File: src/rtl/decode_pkg.sv
// decode_pkg: shared opcode constants, instruction-class enum and field widths
// for the MIPS decode pipeline.
package decode_pkg;

   localparam int INS_W   = 32;
   localparam int OP_W    = 6;
   localparam int REG_W   = 5;
   localparam int SHAMT_W = 5;
   localparam int FUNC_W  = 6;
   localparam int IMM16_W = 16;
   localparam int TGT_W   = 26;

   localparam logic [OP_W-1:0] OP_RTYPE = 6'h00;
   localparam logic [OP_W-1:0] OP_J     = 6'h02;
   localparam logic [OP_W-1:0] OP_JAL   = 6'h03;
   localparam logic [OP_W-1:0] OP_ANDI  = 6'h0C;
   localparam logic [OP_W-1:0] OP_ORI   = 6'h0D;
   localparam logic [OP_W-1:0] OP_XORI  = 6'h0E;
   localparam logic [OP_W-1:0] OP_LUI   = 6'h0F;

   typedef enum logic [1:0] {
      CLS_R = 2'd0,
      CLS_I = 2'd1,
      CLS_J = 2'd2
   } cls_t;

endpackage

File: src/rtl/decode_fields.sv
// decode_fields: purely combinational split of one 32-bit MIPS instruction
// into its fields, extended immediate and instruction class.
module decode_fields
   import decode_pkg::*;
#(
   parameter int IMM_W = 32
) (
   input  logic [INS_W-1:0]   ins,
   output logic [OP_W-1:0]    op,
   output logic [REG_W-1:0]   rs,
   output logic [REG_W-1:0]   rt,
   output logic [REG_W-1:0]   rd,
   output logic [SHAMT_W-1:0] shamt,
   output logic [FUNC_W-1:0]  func,
   output logic [TGT_W-1:0]   target,
   output logic [IMM_W-1:0]   imm,
   output cls_t               cls
);

   // Logical immediates zero-extend, LUI places imm16 in the upper half,
   // everything else sign-extends; built at 64 bits then cut to IMM_W so
   // IMM_W = 16 needs no zero-width replication.
   function automatic logic [IMM_W-1:0] ext_imm(input logic [OP_W-1:0] opc,
                                                input logic [IMM16_W-1:0] i16);
      logic [63:0] wide;
      case (opc)
         OP_ANDI, OP_ORI, OP_XORI: wide = {48'h0, i16};
         OP_LUI:                   wide = {{32{i16[15]}}, i16, 16'h0};
         default:                  wide = {{48{i16[15]}}, i16};
      endcase
      return wide[IMM_W-1:0];
   endfunction

   assign op     = ins[31:26];
   assign rs     = ins[25:21];
   assign rt     = ins[20:16];
   assign rd     = ins[15:11];
   assign shamt  = ins[10:6];
   assign func   = ins[5:0];
   assign target = ins[25:0];
   assign imm    = ext_imm(ins[31:26], ins[15:0]);

   // Class from opcode: R-type, the two jumps, everything else immediate.
   always_comb begin
      cls = CLS_I;
      case (ins[31:26])
         OP_RTYPE:     cls = CLS_R;
         OP_J, OP_JAL: cls = CLS_J;
         default:      cls = CLS_I;
      endcase
   end

endmodule

File: src/rtl/decode_pipe.sv
// decode_pipe: DEPTH-entry instruction buffer with ready/valid on both sides,
// decoding the head entry combinationally. Optional statistics counters
// (stat_dec, stat_stall) are built when DECODE_PIPE_STATS_EN is defined.
module decode_pipe
   import decode_pkg::*;
#(
   parameter int DEPTH = 2,
   parameter int XLEN  = 32,
   parameter int IMM_W = 32
) (
   input  logic               clk,
   input  logic               rst_n,
   input  logic               in_valid,
   output logic               in_ready,
   input  logic [INS_W-1:0]   in_ins,
   input  logic [XLEN-1:0]    in_pc,
   input  logic               flush,
   output logic               out_valid,
   input  logic               out_ready,
   output logic [XLEN-1:0]    out_pc,
   output logic [OP_W-1:0]    out_op,
   output logic [REG_W-1:0]   out_rs,
   output logic [REG_W-1:0]   out_rt,
   output logic [REG_W-1:0]   out_rd,
   output logic [SHAMT_W-1:0] out_shamt,
   output logic [FUNC_W-1:0]  out_func,
   output logic [TGT_W-1:0]   out_target,
   output logic [IMM_W-1:0]   out_imm,
   output logic [1:0]         out_cls
`ifdef DECODE_PIPE_STATS_EN
   ,
   output logic [31:0]        stat_dec,
   output logic [31:0]        stat_stall
`endif
);

   localparam int PW = $clog2(DEPTH);
   localparam int CW = $clog2(DEPTH + 1);

   if (DEPTH < 2 || DEPTH > 8 || (DEPTH & (DEPTH - 1)) != 0) begin : g_bad_depth
      $error("decode_pipe: DEPTH must be a power of two in 2..8");
   end
   if (XLEN < 32 || XLEN > 64) begin : g_bad_xlen
      $error("decode_pipe: XLEN must be in 32..64");
   end
   if (IMM_W < 16 || IMM_W > 64) begin : g_bad_immw
      $error("decode_pipe: IMM_W must be in 16..64");
   end

   typedef enum logic [1:0] {ST_EMPTY, ST_PARTIAL, ST_FULL} occ_t;

   occ_t               state, state_nxt;
   logic [CW-1:0]      count, count_nxt;
   logic [PW-1:0]      wr_ptr, rd_ptr;
   logic [INS_W-1:0]   ins_mem [DEPTH];
   logic [XLEN-1:0]    pc_mem  [DEPTH];
   logic               push, pop;

   logic [OP_W-1:0]    h_op;
   logic [REG_W-1:0]   h_rs, h_rt, h_rd;
   logic [SHAMT_W-1:0] h_shamt;
   logic [FUNC_W-1:0]  h_func;
   logic [TGT_W-1:0]   h_target;
   logic [IMM_W-1:0]   h_imm;
   cls_t               h_cls;

   // Full buffer refuses input even if the head is being consumed (no pass-through).
   assign in_ready  = (state != ST_FULL);
   assign out_valid = (state != ST_EMPTY);
   assign push      = in_valid & in_ready & ~flush;
   assign pop       = out_valid & out_ready & ~flush;

   // Occupancy and pointer registers.
   always_ff @(posedge clk or negedge rst_n) begin
      if (!rst_n) begin
         state  <= ST_EMPTY;
         count  <= '0;
         wr_ptr <= '0;
         rd_ptr <= '0;
      end else begin
         state <= state_nxt;
         count <= count_nxt;
         if (flush) begin
            wr_ptr <= '0;
            rd_ptr <= '0;
         end else begin
            if (push) wr_ptr <= wr_ptr + PW'(1);
            if (pop)  rd_ptr <= rd_ptr + PW'(1);
         end
      end
   end

   // Next occupancy state; flush overrides any push or pop in the same cycle.
   always_comb begin
      state_nxt = state;
      count_nxt = count;
      if (flush) begin
         state_nxt = ST_EMPTY;
         count_nxt = '0;
      end else begin
         case (state)
            ST_EMPTY: begin
               if (push) begin
                  state_nxt = ST_PARTIAL;
                  count_nxt = CW'(1);
               end
            end
            ST_PARTIAL: begin
               if (push && !pop) begin
                  count_nxt = count + CW'(1);
                  if (count == CW'(DEPTH - 1)) state_nxt = ST_FULL;
               end else if (pop && !push) begin
                  count_nxt = count - CW'(1);
                  if (count == CW'(1)) state_nxt = ST_EMPTY;
               end
            end
            ST_FULL: begin
               if (pop) begin
                  state_nxt = ST_PARTIAL;
                  count_nxt = count - CW'(1);
               end
            end
            default: begin
               state_nxt = ST_EMPTY;
               count_nxt = '0;
            end
         endcase
      end
   end

   // Payload storage is written on push only and carries no reset.
   always_ff @(posedge clk) begin
      if (push) begin
         ins_mem[wr_ptr] <= in_ins;
         pc_mem[wr_ptr]  <= in_pc;
      end
   end

   decode_fields #(.IMM_W(IMM_W)) u_fields (
      .ins    (ins_mem[rd_ptr]),
      .op     (h_op),
      .rs     (h_rs),
      .rt     (h_rt),
      .rd     (h_rd),
      .shamt  (h_shamt),
      .func   (h_func),
      .target (h_target),
      .imm    (h_imm),
      .cls    (h_cls)
   );

   // Head fields are forced to zero whenever nothing valid is presented.
   always_comb begin
      out_pc     = '0;
      out_op     = '0;
      out_rs     = '0;
      out_rt     = '0;
      out_rd     = '0;
      out_shamt  = '0;
      out_func   = '0;
      out_target = '0;
      out_imm    = '0;
      out_cls    = '0;
      if (out_valid) begin
         out_pc     = pc_mem[rd_ptr];
         out_op     = h_op;
         out_rs     = h_rs;
         out_rt     = h_rt;
         out_rd     = h_rd;
         out_shamt  = h_shamt;
         out_func   = h_func;
         out_target = h_target;
         out_imm    = h_imm;
         out_cls    = h_cls;
      end
   end

`ifdef DECODE_PIPE_STATS_EN
   // Pop and stall counters; wrap freely and survive flush.
   always_ff @(posedge clk or negedge rst_n) begin
      if (!rst_n) begin
         stat_dec   <= '0;
         stat_stall <= '0;
      end else begin
         if (pop) stat_dec <= stat_dec + 32'd1;
         if (out_valid && !out_ready) stat_stall <= stat_stall + 32'd1;
      end
   end
`endif

endmodule
File: config.mk
export PLATFORM = sky130hd
export DESIGN_NAME = decode_pipe
export DESIGN_NICKNAME = d
export VERILOG_FILES = /design/src/rtl/decode_pkg.sv /design/src/rtl/decode_fields.sv /design/src/rtl/decode_pipe.sv
export SDC_FILE = /design/constraint.sdc
export NUM_CORES = 1
export LEC_CHECK = 0
export CAP_MARGIN = 0
export CORE_UTILIZATION = 50
export CTS_BUF_LIST = sky130_fd_sc_hd__clkbuf_4 sky130_fd_sc_hd__clkbuf_8 sky130_fd_sc_hd__clkbuf_16
export DETAILED_ROUTE_END_ITERATION = 10
export PLACE_DENSITY = 0.9
export SKIP_LAST_GASP = 1
export SYNTH_ARGS = -nofsm -noshare
export SYNTH_HDL_FRONTEND = slang
export SYNTH_SLANG_ARGS = --single-unit
File: constraint.sdc
create_clock -name clk -period 14.83 [get_ports clk]
set_input_delay 4.449 -clock clk [delete_from_list [all_inputs] [get_ports clk]]
set_output_delay 4.449 -clock clk [all_outputs]
set_load 0.005 [all_outputs]
==> impl_metrics.json, run 1 <==
{
  "avgSynthCellArea_um2": 14.2,
  "synth-xor-area-share_pct": 0.438,
  "cts_tree": "yes",
  "reg2reg_slack_ns": 12.74,
  "postSynthCellCount": 422,
  "ys_ff_latch": 134,
  "grt_pass1_wl_um": 21800,
  "r2r.worst_path.cells": 5,
  "fin_setup_tns_ns": 0,
  "p_per_area_mw_per_mm2": 122,
  "grtUsageTotal_pct": 23.0,
  "htree_levels": 4,
  "dieArea_mm2": 0.0124,
  "slew_violations": 0,
  "diodes": 0,
  "grt_max_degree": 72,
  "synth_adder_area_share_pct": 0.209,
  "layout.cells.non_filler": 740,
  "first_pass_iters": 9,
  "synth_fp_nets": 492,
  "syn_to_final_growth_pct": 41.8,
  "io-pin-count": 195,
  "whs_path_depth": 2,
  "skew_ns": 0.00748,
  "cp_max_fo": 71,
  "hold_viol": 0,
  "clockRootBuffer": "clkbuf_16",
  "vdd_ir_drop_max_uv": 87.7,
  "crit_arrival_ns": 3.50,
  "synth_seq_area_share_pct": 66.6,
  "cpPeakStageDelay_ns": 1.14,
  "dp.cells": 708,
  "crit_required_ns": 10.38,
  "vias": 4053,
  "grt_pass1_vias": 4186,
  "wire_per_inst_um": 18.6,
  "max_freq_mhz": 126,
  "clk-insertion-delay-late_ns": 0.40,
  "portBuffers": 194,
  "cts_resized": 0,
  "synth_top_area_cell": "edfxtp_1",
  "antenna_found_initial": 0,
  "cts.sinks": 134,
  "hold_class": "flop to flop",
  "synth_top_family_by_area": "multiplexers",
  "postCtsHoldBufs": 0,
  "synth.most_common_cell": "edfxtp_1",
  "rsz0062_at_grt": "false",
  "ys_warn_count": 0,
  "r2r_start": "state[1]$_DFFE_PN0P_",
  "worst_slew_pin_slew_ns": 1.13,
  "die_w_um": 112,
  "drive_gt1_share_pct": 12.4,
  "power_uw": 1040,
  "wl_met3_um": 936,
  "ys_async_sr_fraction_pct": 4.48,
  "wl_met2_um": 7410,
  "routed.top_layer": "met4",
  "cp_num_buf_inv": 1,
  "crit-reg2reg-capture": "pc_mem[1][22]$_DFFE_PP_",
  "failed_checks": "design-rule violations",
  "globalplace.congestion": 0.742,
  "post-route-period-util_pct": 53.6,
  "cp-end-kind": "primary output",
  "slowest_stage": "dfrtp_4",
  "grt.overflow.total": 0,
  "cp_cell_sequence": "mux2_2, a2bb2oi_2, a22oi_1, clkdlybuf4s50_1",
  "die_h_um": 112,
  "maxCapViolations": 0,
  "drt-met1-wl_um": 5270,
  "setup_viol": 0,
  "synth_cell_types": 42,
  "drtIter0Drc": 297,
  "synth_compound_area_share_pct": 8.24,
  "coreArea_mm2": 0.0116,
  "drc": 14,
  "synth_area_mm2": 0.00600,
  "leakagePower_uw": 0.00289,
  "ant_nets": 0,
  "synth-simple-area-share_pct": 7.11,
  "synth_edf_count": 128,
  "synth.area.top_cells": "edfxtp_1 64%, mux2i_1 8.0%, buf_4 3.4%, mux2_2 3.4%, nor2_1 3.3%",
  "netlist.area_leader.share_pct": 64.1,
  "yosys-mux-area-fraction_pct": 11.4,
  "yosys-top-cells-count": "128 x edfxtp_1, 52 x nor2_1, 48 x mux2i_1, 27 x buf_4",
  "hp-start": "wr_ptr$_DFFE_PN0P_",
  "ys.flop_type": "edfxtp_1",
  "routed_wl_um": 13800,
  "hpwl_um": 9380,
  "cts_max_path_buffers": 2,
  "post-cts-setup-buffers": 0,
  "path_clk_slew_ns": 0.06,
  "via_per_inst": 5.48,
  "final_nets": 654,
  "fp-row-count": 39,
  "cts_made_buffers": 17,
  "outcome": "complete, but fails checks",
  "relSlewSlack_pct": 25.0,
  "initial_utilization_pct": 51.9,
  "path_class": "flop to primary output",
  "crit_family": "flip-flops",
  "fin_crit_ns": 7.95,
  "holdPathEnd": "wr_ptr$_DFFE_PN0P_",
  "cp-start-kind": "flop"
}
## cell families (layout without fill, tap and decap cells)
| logic type | after synthesis | after routing |
|---|---|---|
| xor+xnor | 3 | 3 |
| flops | 134 | 134 |
| mux | 66 | 66 |
| simple gates | 90 | 90 |
| compound gates | 65 | 65 |
| buf+inv | 63 | 238 |
| fa+ha+maj | 1 | 1 |
## flip-flops by register name (all words and copies together), names as in the netlist
name and count:
wr_ptr 1, pc_mem 64, state 2, rd_ptr 1, count 2, ins_mem 64
## worst max path at each step
stage / start / end / slack (ns) / cells after the start
after global routing: rd_ptr$_DFFE_PN0P_ / out_imm[20] / 6.68 / 4
after global placement: rd_ptr$_DFFE_PN0P_ / out_imm[19] / 7.38 / 4
after detailed placement: rd_ptr$_DFFE_PN0P_ / out_imm[29] / 7.32 / 4
after CTS: rd_ptr$_DFFE_PN0P_ / out_imm[29] / 6.87 / 4
final: rd_ptr$_DFFE_PN0P_ / out_imm[20] / 6.88 / 4
after floorplan: in_valid / ins_mem[1][0]$_DFFE_PP_ / 4.75 / 3
## report_power, final
group / total (µW) / switching [µW] / internal (µW)
sequential: 442 / 12.4 / 430
clock: 461 / 158 / 303
combinational: 137 / 53.7 / 82.9
## placed cells by master (no fill, tap or decap), types with 2 or more instances in the layout
cell type          n
nand2_1            6
a221o_1            2
xor2_1             2
mux2i_1           48
clkdlybuf4s50_1  194
a21oi_1            5
inv_1              6
a31oi_1            2
and2_1            16
a21boi_0          15
or2_2              2
bufinv_16          5
nor2_1            52
mux2_2            18
or3_1              2
nor2b_1            3
o211ai_1           2
inv_6              4
clkinv_4           3
o21ai_0           17
clkbuf_16         17
a22oi_2           10
dfrtp_1            5
edfxtp_1         128
buf_4              6
a22oi_1            5
## through the flow
stage	hold slack (ns)	utilization [%]	worst slack [ns]	area, µm²
2_1_floorplan	0.536	-	4.75	6000
3_3_place_gp	0.566	67.9	7.38	7860
3_5_place_dp	0.581	67.9	7.32	7860
4_1_cts	0.593	73.6	6.87	8510
5_1_grt	0.627	73.6	6.68	8510
6_report	0.590	73.6	6.88	8510
## per-layer routing
| metal | GRT usage, % | up-vias |
|---|---|---|
| met4 | 7.12 | 0 |
| met1 | 26.6 | 2001 |
| met2 | 41.3 | 179 |
| met3 | 6.48 | 16 |
| met5 | 0 | - |
| li1 | - | 1857 |
## area by class of cell
type	count	area [µm²]
repair buffers	200	1990
well taps	143	179
clock inverters	14	223
inverters	6	22.5
clock buffers	18	433
fillers	729	3050
flip-flops and latches	134	4000
multi-input cells	225	1670
## worst min-delay path, stage by stage (launching register included)
cell     delay [ns]
dfrtp_1        0.41
o21ai_0        0.09
a21oi_1        0.06
Note: power is estimated with default switching activity, not from simulation.
==> inputs of run 2 (changes only) <==
Settings changed: CORE_UTILIZATION 50 to 42, PLACE_DENSITY 0.9 to 0.81.
Clock period 14.83 ns to 7.3 ns, I/O delays scaled along.
==> run 2 against run 1 <==
Compared with the run above: the run now ends clean; sequential power grew 100%; die area up 19%; critical endpoint is now out_imm[19]; final area is 0.43% higher; clock-buffer cell count did not move; clock power is 95% higher; combinational power grew 100%; largest power group unchanged; clock skew is 0.0044 ns higher.
==> impl_metrics.json, run 2 (same netlist as run 1, synthesis figures left out) <==
{
  "leakagePower_uw": 0.00288,
  "timing.hold.ws_ns": 0.649,
  "fp-row-count": 43,
  "die_w_um": 122,
  "post-cts-setup-buffers": 0,
  "drive_gt1_share_pct": 12.6,
  "grt_pass1_wl_um": 20600,
  "routed_wl_um": 13500,
  "setup_viol": 0,
  "slew_violations": 0,
  "worst_slew_pin_slew_ns": 1.12,
  "hold_class": "flop to flop",
  "layout.cells.non_filler": 777,
  "hpwl_um": 9000,
  "clockRootBuffer": "clkbuf_16",
  "grt_use_met2_pct": 33.9,
  "via_per_inst": 5.11,
  "dp.cells": 745,
  "busiest_layer": "met2",
  "antenna_found_initial": 0,
  "layout_commonest_cell": "clkdlybuf4s50_1",
  "diodes": 0,
  "hold_viol": 0,
  "initial_utilization_pct": 43.1,
  "cp_max_fo": 71,
  "postCtsHoldBufs": 0,
  "coreArea_mm2": 0.0139,
  "crit_family": "flip-flops",
  "cp-start-kind": "flop",
  "crit_arrival_ns": 3.52,
  "n_fill_cell": 1035,
  "grtUsageTotal_pct": 18.9,
  "place_area_mm2": 0.00792,
  "io-pin-count": 195,
  "p_per_area_mw_per_mm2": 243,
  "slowest_stage": "dfrtp_4",
  "post-place-ws_ns": 2.00,
  "rsz0062_at_grt": "false",
  "cpPeakStageDelay_ns": 1.16,
  "maxCapViolations": 0,
  "vdd_ir_drop_max_uv": 142,
  "dieArea_mm2": 0.0148,
  "cp-end-kind": "primary output",
  "fin_crit_ns": 5.71,
  "cts_max_path_buffers": 2,
  "skew_ns": 0.0119,
  "drc": 0,
  "final_cell_mix": "194 x clkdlybuf4s50_1, 128 x edfxtp_1, 52 x nor2_1, 48 x mux2i_1, 18 x mux2_2",
  "vias": 3970,
  "register_area_mm2": 0.00400,
  "ant_nets": 0,
  "reg2reg_slack_ns": 5.24,
  "outcome": "finished clean",
  "multiInputGateArea_mm2": 0.00168,
  "top_regs": "ins_mem: 64 flops, pc_mem: 64 flops",
  "met3_usage_pct": 5.06,
  "relSlewSlack_pct": 25.4,
  "first_pass_iters": 4,
  "worst_slack_ns": 1.59,
  "path_clk_slew_ns": 0.06,
  "final_nets": 654,
  "die_h_um": 122,
  "cts.sinks": 134,
  "htree_levels": 4,
  "final_cell_area_mm2": 0.00855,
  "syn_to_final_growth_pct": 42.5,
  "clk-insertion-delay-late_ns": 0.42,
  "portBuffers": 194,
  "globalplace.congestion": 0.742,
  "grt_max_degree": 72,
  "drtIter0Drc": 145,
  "cts_made_buffers": 17,
  "path_class": "flop to primary output",
  "wire_per_inst_um": 17.4,
  "grt_util_met1_pct": 21.0,
  "cts_resized": 0,
  "cp_num_buf_inv": 1,
  "grt.overflow.total": 0,
  "cts_tree": "yes",
  "grt_pass1_vias": 4034,
  "crit_required_ns": 5.11,
  "post-route-period-util_pct": 78.2,
  "cp_cell_sequence": "mux2_2, a2bb2oi_2, a22oi_1, clkdlybuf4s50_1",
  "max_freq_mhz": 175,
  "fin_setup_tns_ns": 0
}
-- run 2: changes by cell type in the layout (fill, tap and decap cells not counted), sizes merged --
cell and change:
clkinvlp +2, bufinv -1, inv -1
-- run 2: routing by layer --
| layer | routed length [µm] | up-vias |
|---|---|---|
| met5 | 0 | - |
| met4 | 199 | 0 |
| met3 | 685 | 14 |
| met2 | 7150 | 144 |
| met1 | 5490 | 1956 |
| li1 | - | 1856 |
-- run 2: final cells by class --
| class | instances | area share (%) |
|---|---|---|
| tap | 180 | 2.63 |
| inverter | 6 | 0.263 |
| clock inverter | 14 | 2.34 |
| clock buffer | 18 | 5.06 |
| timing repair buffer | 200 | 23.2 |
| sequential | 134 | 46.8 |
| multi-input combinational | 225 | 19.7 |
-- run 2: report_power, final --
part	switching, µW	leakage, µW	internal (µW)
registers	25.1	0.00125	873
clock network	322	0.000301	579
logic	107	0.00132	169
-- run 2: path summary, 6_finish.rpt --
| check | from | end | depth (start not counted) |
|---|---|---|---|
| min | wr_ptr$_DFFE_PN0P_ | wr_ptr$_DFFE_PN0P_ | 2 |
| max in group asynchronous | rst_n | rd_ptr$_DFFE_PN0P_ | 1 |
| min in group asynchronous | rst_n | count[1]$_DFFE_PN0P_ | 1 |
| max | rd_ptr$_DFFE_PN0P_ | out_imm[19] | 4 |
| max reg2reg | state[1]$_DFFE_PN0P_ | ins_mem[1][24]$_DFFE_PP_ | 5 |
| min reg2reg | wr_ptr$_DFFE_PN0P_ | wr_ptr$_DFFE_PN0P_ | 2 |
-- run 2: metrics by stage --
step	power, µW	util [%]
4_1_cts	2090	61.3
3_3_place_gp	1180	56.8
3_5_place_dp	1190	56.8
2_1_floorplan	1040	-
6_report	2070	61.3
5_1_grt	2150	61.3
-- run 2: worst register-to-register path, cell delays in order, from the launching register on --
cell and delay [ns]:
dfrtp_1 0.49, nor2b_1 0.23, inv_1 0.12, nand2_1 0.14, nor3b_4 0.24, buf_4 0.47
==> inputs of run 3 (changes only) <==
Settings changed: CORE_UTILIZATION 42 to 46, PLACE_DENSITY 0.81 to 0.84.
Clock period 7.3 ns to 5.58 ns, I/O delays scaled along.
==> run 3 against run 2 <==
Compared with the run above: global-route usage is 1.8 points higher; sequential share of layout area grew 0.062 points; non-clock buffer count up 2; clock-buffer cell count fell by 1; clock power increased by 28%; worst setup slack worse by 0.76 ns; wire length down 0.63%; critical path type unchanged; worst hold slack lost 0.015 ns.
==> impl_metrics.json, run 3 (same netlist as run 1, synthesis figures left out) <==
{
  "cts_made_buffers": 17,
  "clk-insertion-delay-late_ns": 0.41,
  "cp-start-kind": "flop",
  "drc": 0,
  "grt_max_degree": 52,
  "max_freq_mhz": 210,
  "clockRootBuffer": "clkbuf_16",
  "antenna_found_initial": 0,
  "slowest_stage": "a2bb2oi_2",
  "diodes": 0,
  "grtUsageTotal_pct": 20.6,
  "vias": 3987,
  "vdd_ir_drop_max_uv": 238,
  "fin_setup_tns_ns": 0,
  "cts.sinks": 134,
  "die_w_um": 116,
  "worst_slew_pin_slew_ns": 1.02,
  "first_pass_iters": 4,
  "hpwl_um": 9270,
  "dp.cells": 739,
  "outcome": "finished clean",
  "cpPeakStageDelay_ns": 0.78,
  "setup_viol": 0,
  "coreArea_mm2": 0.0127,
  "fin_crit_ns": 4.75,
  "via_per_inst": 5.17,
  "post-place-ws_ns": 1.25,
  "grt_pass1_wl_um": 20500,
  "timing.hold.ws_ns": 0.634,
  "die_h_um": 116,
  "postCtsHoldBufs": 0,
  "ant_nets": 0,
  "crit_family": "compound AO/OA/AOI/OAI gates",
  "crit_required_ns": 3.91,
  "grt_pass1_vias": 4028,
  "cp-end-kind": "primary output",
  "final_util_pct": 67.4,
  "portBuffers": 194,
  "fp-row-count": 41,
  "post-route-period-util_pct": 85.2,
  "relSlewSlack_pct": 32.1,
  "initial_utilization_pct": 47.4,
  "path_clk_slew_ns": 0.06,
  "layout_commonest_cell": "clkdlybuf4s50_1",
  "cp_max_fo": 21,
  "cts_max_path_buffers": 2,
  "syn_to_final_growth_pct": 42.3,
  "cts_tree": "yes",
  "skew_ns": 0.00775,
  "multiInputGateArea_mm2": 0.00168,
  "drtIter0Drc": 209,
  "slew_violations": 0,
  "cp_cell_sequence": "buf_4, or3b_1, a2bb2oi_2, a22oi_1, clkdlybuf4s50_1",
  "post-cts-setup-buffers": 0,
  "htree_levels": 4,
  "register_area_mm2": 0.00400,
  "crit_arrival_ns": 3.08,
  "routed_wl_um": 13400,
  "hold_viol": 0,
  "rsz0062_at_grt": "false",
  "worst_slack_ns": 0.826,
  "top_regs": "ins_mem: 64 flops, pc_mem: 64 flops",
  "layout.cells.non_filler": 771,
  "final_nets": 656,
  "io-pin-count": 195,
  "grt.overflow.total": 0,
  "hold_class": "flop to flop",
  "final_cell_mix": "194 x clkdlybuf4s50_1, 128 x edfxtp_1, 52 x nor2_1, 48 x mux2i_1, 18 x mux2_2",
  "wire_per_inst_um": 17.4,
  "leakagePower_uw": 0.00288,
  "p_per_area_mw_per_mm2": 314,
  "drive_gt1_share_pct": 12.9,
  "maxCapViolations": 0,
  "cts_resized": 0,
  "path_class": "flop to primary output",
  "n_fill_cell": 906,
  "dieArea_mm2": 0.0135,
  "globalplace.congestion": 0.767,
  "cp_num_buf_inv": 2
}
## run 3: cell types whose count changed in the layout (fill, tap and decap cells not counted)
cell,previous run,this run
clkbuf_4,1,0
buf_4,6,8
inv_8,0,1
bufinv_16,4,3
inv_6,3,5
clkinvlp_4,3,2
## run 3: power breakdown
group | switching [µW] | internal, µW | leakage (µW)
Clock | 432 | 714 | 0.000297
Combinational | 157 | 220 | 0.00133
Sequential | 17.8 | 1140 | 0.00125
Total | 606 | 2080 | 0.00288
## run 3: stage by stage
step | area, µm² | power (µW)
3_5_place_dp | 7920 | 1560
3_3_place_gp | 7920 | 1550
4_1_cts | 8540 | 2710
5_1_grt | 8540 | 2790
6_report | 8540 | 2680
2_1_floorplan | 6010 | 1350
## run 3: path summary, 6_finish.rpt
path / start / endpoint / slack, ns / depth (start not counted)
min in group asynchronous: rst_n / wr_ptr$_DFFE_PN0P_ / 1.51 / 1
setup reg to reg: state[1]$_DFFE_PN0P_ / ins_mem[1][4]$_DFFE_PP_ / 3.53 / 5
max in group asynchronous: rst_n / rd_ptr$_DFFE_PN0P_ / 3.82 / 1
hold / removal: wr_ptr$_DFFE_PN0P_ / wr_ptr$_DFFE_PN0P_ / 0.63 / 2
setup / recovery: rd_ptr$_DFFE_PN0P_ / out_imm[19] / 0.83 / 5
hold reg to reg: wr_ptr$_DFFE_PN0P_ / wr_ptr$_DFFE_PN0P_ / 0.63 / 2
## run 3: layout make-up
type | instances | share of cell area [%]
tap | 172 | 2.52
clock inverter | 15 | 2.24
inverter | 6 | 0.264
clock buffer | 17 | 4.98
timing repair buffer | 202 | 23.5
sequential | 134 | 46.8
multi-input combinational | 225 | 19.7
## run 3: per-layer routing
metal	vias up	routed length (µm)	track usage (%)	share of wire [%]
met4	0	150	7.52	1.1
met5	-	0	0	0
li1	1860	-	-	-
met3	13	914	6.80	6.8
met1	1963	5230	23.1	39
met2	151	7130	36.6	53
## run 3: worst register-to-register path, stage by stage, from the launching register on
cell and delay [ns]:
dfrtp_1 0.50, nor2b_1 0.23, inv_1 0.10, nand2_1 0.13, nor3b_4 0.25, buf_4 0.46
